`src/rtl/battleship_pkg.sv`:
```
// battleship_pkg: shared cell and phase types for the Battleship board controller
package battleship_pkg;

    typedef enum logic [1:0] {
        CELL_EMPTY = 2'd0,
        CELL_SHIP  = 2'd1,
        CELL_MISS  = 2'd2,
        CELL_HIT   = 2'd3
    } cell_t;

    typedef enum logic [1:0] {
        S_AMOUNT = 2'd0,
        S_PLACE  = 2'd1,
        S_FIRE   = 2'd2,
        S_OVER   = 2'd3
    } state_t;

endpackage

```
`src/rtl/battleship_btn_edge.sv`:
```
// battleship_btn_edge: single-cycle pulse on the rising edge of a synchronised button level
module battleship_btn_edge (
    input  logic clk,
    input  logic rst,
    input  logic btn,
    output logic rise
);

    logic prev;

    // remember the last level so a held button yields only one pulse
    always_ff @(posedge clk) prev <= !rst ? 1'b0 : btn;

    assign rise = btn & ~prev;

endmodule

```
`src/rtl/battleship_board_ctrl.sv`:
```
// battleship_board_ctrl: ROWS x COLS Battleship board with placement and firing phases (CURSOR_WRAP_EN: wrap cursor at edges)
module battleship_board_ctrl
    import battleship_pkg::*;
#(
    parameter int ROWS      = 5,
    parameter int COLS      = 5,
    parameter int MAX_SHIPS = 5,
    parameter int CNT_W     = $clog2(MAX_SHIPS + 1),
    localparam int RW       = $clog2(ROWS),
    localparam int CW       = $clog2(COLS)
) (
    input  logic             clk,
    input  logic             rst,
    input  logic             move_up,
    input  logic             move_down,
    input  logic             move_left,
    input  logic             move_right,
    input  logic [CNT_W-1:0] player_ships_input,
    input  logic             confirm_amount_button,
    input  logic             confirm_colocation_button,
    input  logic             fire_button,
    input  logic [RW-1:0]    rd_row,
    input  logic [CW-1:0]    rd_col,
    output logic [1:0]       rd_cell,
    output logic [RW-1:0]    cursor_row,
    output logic [CW-1:0]    cursor_col,
    output logic [CNT_W-1:0] ships_placed,
    output logic [CNT_W-1:0] hits,
    output logic [1:0]       phase,
    output logic             placement_error,
    output logic             game_over
);

    localparam logic [RW-1:0]    ROW_MAX  = RW'(ROWS - 1);
    localparam logic [CW-1:0]    COL_MAX  = CW'(COLS - 1);
    localparam logic [CNT_W-1:0] SHIP_MAX = CNT_W'(MAX_SHIPS);

    state_t           state, state_n;
    cell_t            board [ROWS][COLS];
    cell_t            cur, wr_val;
    logic             wr_en, err_n, cur_moves;
    logic [RW-1:0]    row_n, row_dec, row_inc;
    logic [CW-1:0]    col_n, col_dec, col_inc;
    logic [CNT_W-1:0] target, target_n, placed_n, hits_n;
    logic [6:0]       btn_lvl, btn_rise;
    logic             up_e, down_e, left_e, right_e, amt_e, place_e, fire_e;

    assign btn_lvl = {move_up, move_down, move_left, move_right,
                      confirm_amount_button, confirm_colocation_button, fire_button};

    for (genvar b = 0; b < 7; b++) begin : g_btn
        battleship_btn_edge u_edge (
            .clk  (clk),
            .rst  (rst),
            .btn  (btn_lvl[b]),
            .rise (btn_rise[b])
        );
    end

    assign {up_e, down_e, left_e, right_e, amt_e, place_e, fire_e} = btn_rise;

`ifdef CURSOR_WRAP_EN
    assign row_dec = (cursor_row == '0)      ? ROW_MAX : cursor_row - RW'(1);
    assign row_inc = (cursor_row == ROW_MAX) ? '0      : cursor_row + RW'(1);
    assign col_dec = (cursor_col == '0)      ? COL_MAX : cursor_col - CW'(1);
    assign col_inc = (cursor_col == COL_MAX) ? '0      : cursor_col + CW'(1);
`else
    assign row_dec = (cursor_row == '0)      ? '0      : cursor_row - RW'(1);
    assign row_inc = (cursor_row == ROW_MAX) ? ROW_MAX : cursor_row + RW'(1);
    assign col_dec = (cursor_col == '0)      ? '0      : cursor_col - CW'(1);
    assign col_inc = (cursor_col == COL_MAX) ? COL_MAX : cursor_col + CW'(1);
`endif

    assign cur_moves = (state == S_PLACE) || (state == S_FIRE);
    assign cur       = board[cursor_row][cursor_col];
    assign phase     = state;
    assign game_over = (state == S_OVER);
    assign rd_cell   = (rd_row <= ROW_MAX && rd_col <= COL_MAX) ? board[rd_row][rd_col] : CELL_EMPTY;

    // next phase, counters, error flag and cell write; actions use the pre-move cursor
    always_comb begin
        state_n  = state;
        target_n = target;
        placed_n = ships_placed;
        hits_n   = hits;
        err_n    = placement_error;
        wr_en    = 1'b0;
        wr_val   = CELL_SHIP;
        row_n    = !cur_moves ? cursor_row : (up_e & ~down_e) ? row_dec : (down_e & ~up_e) ? row_inc : cursor_row;
        col_n    = !cur_moves ? cursor_col : (left_e & ~right_e) ? col_dec : (right_e & ~left_e) ? col_inc : cursor_col;
        case (state)
            S_AMOUNT: if (amt_e) begin
                if (player_ships_input != '0 && player_ships_input <= SHIP_MAX) begin
                    target_n = player_ships_input;
                    err_n    = 1'b0;
                    state_n  = S_PLACE;
                end else begin
                    err_n = 1'b1;
                end
            end
            S_PLACE: if (place_e) begin
                if (cur == CELL_EMPTY) begin
                    wr_en    = 1'b1;
                    wr_val   = CELL_SHIP;
                    placed_n = ships_placed + CNT_W'(1);
                    err_n    = 1'b0;
                    state_n  = (placed_n == target) ? S_FIRE : S_PLACE;
                end else begin
                    err_n = 1'b1;
                end
            end
            S_FIRE: if (fire_e) begin
                if (cur == CELL_SHIP) begin
                    wr_en   = 1'b1;
                    wr_val  = CELL_HIT;
                    hits_n  = hits + CNT_W'(1);
                    err_n   = 1'b0;
                    state_n = (hits_n == target) ? S_OVER : S_FIRE;
                end else if (cur == CELL_EMPTY) begin
                    wr_en  = 1'b1;
                    wr_val = CELL_MISS;
                    err_n  = 1'b0;
                end else begin
                    err_n = 1'b1;
                end
            end
            default: ;
        endcase
    end

    // register phase, cursor, counters and board; reset clears the whole board
    always_ff @(posedge clk) begin
        if (!rst) begin
            state           <= S_AMOUNT;
            cursor_row      <= '0;
            cursor_col      <= '0;
            target          <= '0;
            ships_placed    <= '0;
            hits            <= '0;
            placement_error <= 1'b0;
            for (int r = 0; r < ROWS; r++)
                for (int c = 0; c < COLS; c++)
                    board[r][c] <= CELL_EMPTY;
        end else begin
            state           <= state_n;
            cursor_row      <= row_n;
            cursor_col      <= col_n;
            target          <= target_n;
            ships_placed    <= placed_n;
            hits            <= hits_n;
            placement_error <= err_n;
            if (wr_en) board[cursor_row][cursor_col] <= wr_val;
        end
    end

endmodule

```
`config.mk`:
```
export PLATFORM = sky130hd
export DESIGN_NAME = battleship_board_ctrl
export DESIGN_NICKNAME = d
export VERILOG_FILES = /design/src/rtl/battleship_pkg.sv /design/src/rtl/battleship_btn_edge.sv /design/src/rtl/battleship_board_ctrl.sv
export SDC_FILE = /design/constraint.sdc
export NUM_CORES = 1
export LEC_CHECK = 0
export ABC_AREA = 1
export BUFFER_PORTS_ARGS = -buffer_cell sky130_fd_sc_hd__buf_2
export CAP_MARGIN = 20
export CORE_ASPECT_RATIO = 0.8
export CORE_MARGIN = 1
export CORE_UTILIZATION = 35
export CTS_CLUSTER_SIZE = 12
export DETAILED_ROUTE_END_ITERATION = 7
export GPL_ROUTABILITY_DRIVEN = 1
export GPL_TIMING_DRIVEN = 1
export PLACE_DENSITY = 0.53
export SYNTH_ARGS = -nofsm -noshare
export SYNTH_HDL_FRONTEND = slang
export SYNTH_HIERARCHICAL = 1
export SYNTH_SLANG_ARGS = --single-unit
```
`constraint.sdc`:
```
create_clock -name clk -period 2.9 [get_ports clk]
set_clock_uncertainty 0.15 [all_clocks]
set_input_delay 0.29 -clock clk [delete_from_list [all_inputs] [get_ports clk]]
set_output_delay 0.29 -clock clk [all_outputs]
set_load 0.005 [all_outputs]
```
==> key figures <==
Global routing
  • Total GRT Usage: 19.8%
  • Total grt overflow: 0
  • Initial antenna violation count: 0
  • Largest net degree at the start of global routing: 35
  • Vias in the first global route: 5143
  • Global-route wire length before repair: 28100 um

Clock network
  • Setup Buffers After CTS: 0
  • Skew-Pair Late Insertion Delay: 0.36 ns
  • Worst-path clk slew: 0.08 ns
  • CTS buffer count: 9
  • Clk buf depth: 2
  • CTS tree: yes
  • CTS root buf: clkbuf_16
  • Sink Count: 108
  • Htree depth: 3

Routing
  • Vias per Instance: 5.13
  • Initial drt markers: 472
  • DRC errors left: 0
  • Post-Route WL: 17600 um
  • 1st-pass router iterations: 5
  • ANT nets after route: 0
  • Via Count: 5536
  • WL/cell: 16.3 um

Worst hold path
  • Hold wc startpoint: rst
  • Worst Hold Class: in2reg

Flow run
  • Max-cap viol count: 0

Power
  • Power Density: 665 nW/um^2
  • Clock power frac: 28.8%
  • Switching power: 1740 uW
  • Switching Fraction: 34.9%
  • P_int: 3240 uW
  • Part of the power in registers: 37.3%
  • Max rail drop VDD: 0.301 mV
  • Lkg Pwr: 0.00316 uW
  • Power share of the combinational group: 33.9%

STA
  • RSZ-0062 raised after global routing: yes
  • Count of final setup violators: 0
  • Hold WS: 0.0689 ns
  • Highest clock rate: 370 MHz
  • Max-Slew Margin vs Limit: 51.2%
  • Final min period: 2.70 ns
  • Worst-Margin Slew: 0.731 ns
  • Fin Setup TNS: 0 ns
  • Final Slew Violations: 0
  • Final worst slack: 0.201 ns
  • Final Hold Viols: 0
  • Final period util: 93.1%

Floorplanning
  • Ports: 36
  • Starting Density: 36.0%
  • Die area: 18500 um^2
  • # rows: 43
  • Die width: 152 um
  • Die H: 122 um
  • Floorplan core area: 17400 um^2

Worst setup path
  • Critical path type: reg2reg
  • Required time worst endpoint: 2.81 ns
  • Worst setup SP type: flip-flop
  • R2R Setup Slk: 0.20 ns
  • Critical Path AT: 2.61 ns
  • CP endpoint kind: flip-flop
  • Crit-path max FO: 9

Cells and area
  • Area Overhead vs Synth: 19.3%
  • Layout cells sized above 1: 16.6%
  • Final nets: 886
  • Ant diodes: 0

Synthesis
  • Syn avg cell area: 7.91 um^2
  • Synth warnings: 6
  • Sequential share of the synthesized area: 47.2%
  • Post-synth cell types: 37
  • Number of synthesized register bits: 108
  • Mapped Nets: 830
  • Gate Count Post-Synth: 794
  • Post-synthesis cell area: 6280 um^2

Placement
  • Setup Slack @ Placement: 0.105 ns
  • Hpwl dp: 13200 um
  • Quantity of I/O buffers inserted on ports: 35
  • Routability cong.: 0.865

Run status
  • Outcome: completed
==> worst paths after layout <==
path | to | cells past startpoint
min | phase[1] | 3
min reg2reg | placement_error | 2
max reg2reg | board[7][6] | 14
max | board[7][6] | 14
==> metrics by stage <==
| stage | util (%) | area, um^2 | instances | power [uW] |
|---|---|---|---|---|
| 2_1_floorplan | - | 6280 | 794 | 2960 |
| 3_3_place_gp | 39.7 | 6930 | 1056 | 3500 |
| 3_5_place_dp | 39.7 | 6930 | 1056 | 3490 |
| 4_1_cts | 42.2 | 7350 | 1079 | 4940 |
| 5_1_grt | 43.0 | 7490 | 1080 | 5290 |
| 6_report | 43.0 | 7490 | 1080 | 4980 |
==> cell type report <==
| cell class | count | area, um^2 |
|---|---|---|
| Fill cell | 1769 | 9940 |
| Sequential cell | 108 | 2970 |
| Multi-Input combinational cell | 528 | 2790 |
| Timing Repair Buffer | 84 | 653 |
| Inverter | 119 | 447 |
| Clock buffer | 13 | 314 |
| Tap cell | 225 | 282 |
| Clock inverter | 3 | 43.8 |
==> cells by family after synthesis <==
| group | Yosys count | share of synthesized area, % |
|---|---|---|
| adders and majority gates | 18 | 3.58 |
| and+or+nand+nor | 334 | 23.5 |
| AOI/OAI and AO/OA | 170 | 14.7 |
| buffers and inverters | 158 | 10.3 |
| xor gates and xnor gates | 6 | 0.836 |
| DFF | 108 | 47.2 |
==> worst max-delay path, stage by stage (launching register included) <==
cell and delay, ns:
dfxtp_4 0.38, inv_1 0.08, buf_4 0.17, nand2_1 0.06, nand3_1 0.06, nand3_1 0.09, nand3_1 0.17, nand3_1 0.12
nor2_2 0.14, nand3_2 0.11, nand2_2 0.12, nand3_4 0.14, nor2_4 0.18, nand3_2 0.19, nor2_1 0.22
==> power by group through the flow <==
| stage | combinational (uW) | sequential [uW] | clock, uW |
|---|---|---|---|
| global placement | 1610 | 1890 | 0 |
| CTS | 1610 | 1860 | 1470 |
| floorplan | 1080 | 1880 | 0 |
| finish | 1690 | 1860 | 1430 |
| global route | 1880 | 1880 | 1520 |
| detailed placement | 1600 | 1890 | 0 |
==> cell usage in the layout, fill, tap and decap left out, types with 3 or more instances in the layout <==
cell / count
a211oi_1: 3
edfxtp_1: 80
nand2_2: 6
xor2_1: 4
buf_12: 6
nand2_1: 109
a21oi_1: 63
clkbuf_16: 13
nor2_1: 75
o211ai_1: 15
nand3_1: 88
o21ai_1: 6
o21ai_2: 6
inv_1: 115
nor2_2: 17
dlygate4sd3_1: 7
dfxtp_1: 27
o21ai_0: 69
nand3_2: 7
nor3_1: 19
buf_4: 35
ha_1: 18
buf_2: 35
==> what timing repair did <==
item                                   in CTS  in global routing
resized for setup                           0                 40
hold buffers                                7                  0
endpoints found under the hold margin       7                  0
setup endpoints to repair                   0                107
==> synthesized netlist by cell type, drive strengths merged <==
library cell	count	area, um^2
inv	117	439
nand3	96	498
nand4	2	12.5
xnor2	2	17.5
ha	18	225
nand2	117	447
nor3	21	115
o211ai	15	113
o22ai	2	12.5
buf	16	111
o21ai	82	418
a22oi	1	7.51
a21oi	63	315
clkbuf	23	86.3
clkinv	2	7.51
a211oi	3	22.5
xor2	4	35.0
o2111ai	1	8.76
a2111oi	1	8.76
nor2	94	378
dfxtp	28	561
a221oi	2	17.5
nor4	1	6.26
edfxtp	80	2400
or2	3	18.8
==> routing by layer <==
layer  part of all wire [%]  track usage, %
met2                     42            29.3
met5                      0               0
met4                    1.3            5.75
met3                    6.6            5.09
met1                     50            28.5
==> flip-flops by register name (all words and copies together) (netlist names), named ones only <==
| register | flops |
|---|---|
| board | 80 |
| cursor_col | 3 |
| cursor_row | 3 |
| g_btn.u_edge/prev | 7 |
| hits | 3 |
| phase | 2 |
| placement_error | 1 |
| ships_placed | 3 |
| target | 3 |
Note: power is estimated with default switching activity, not from simulation.
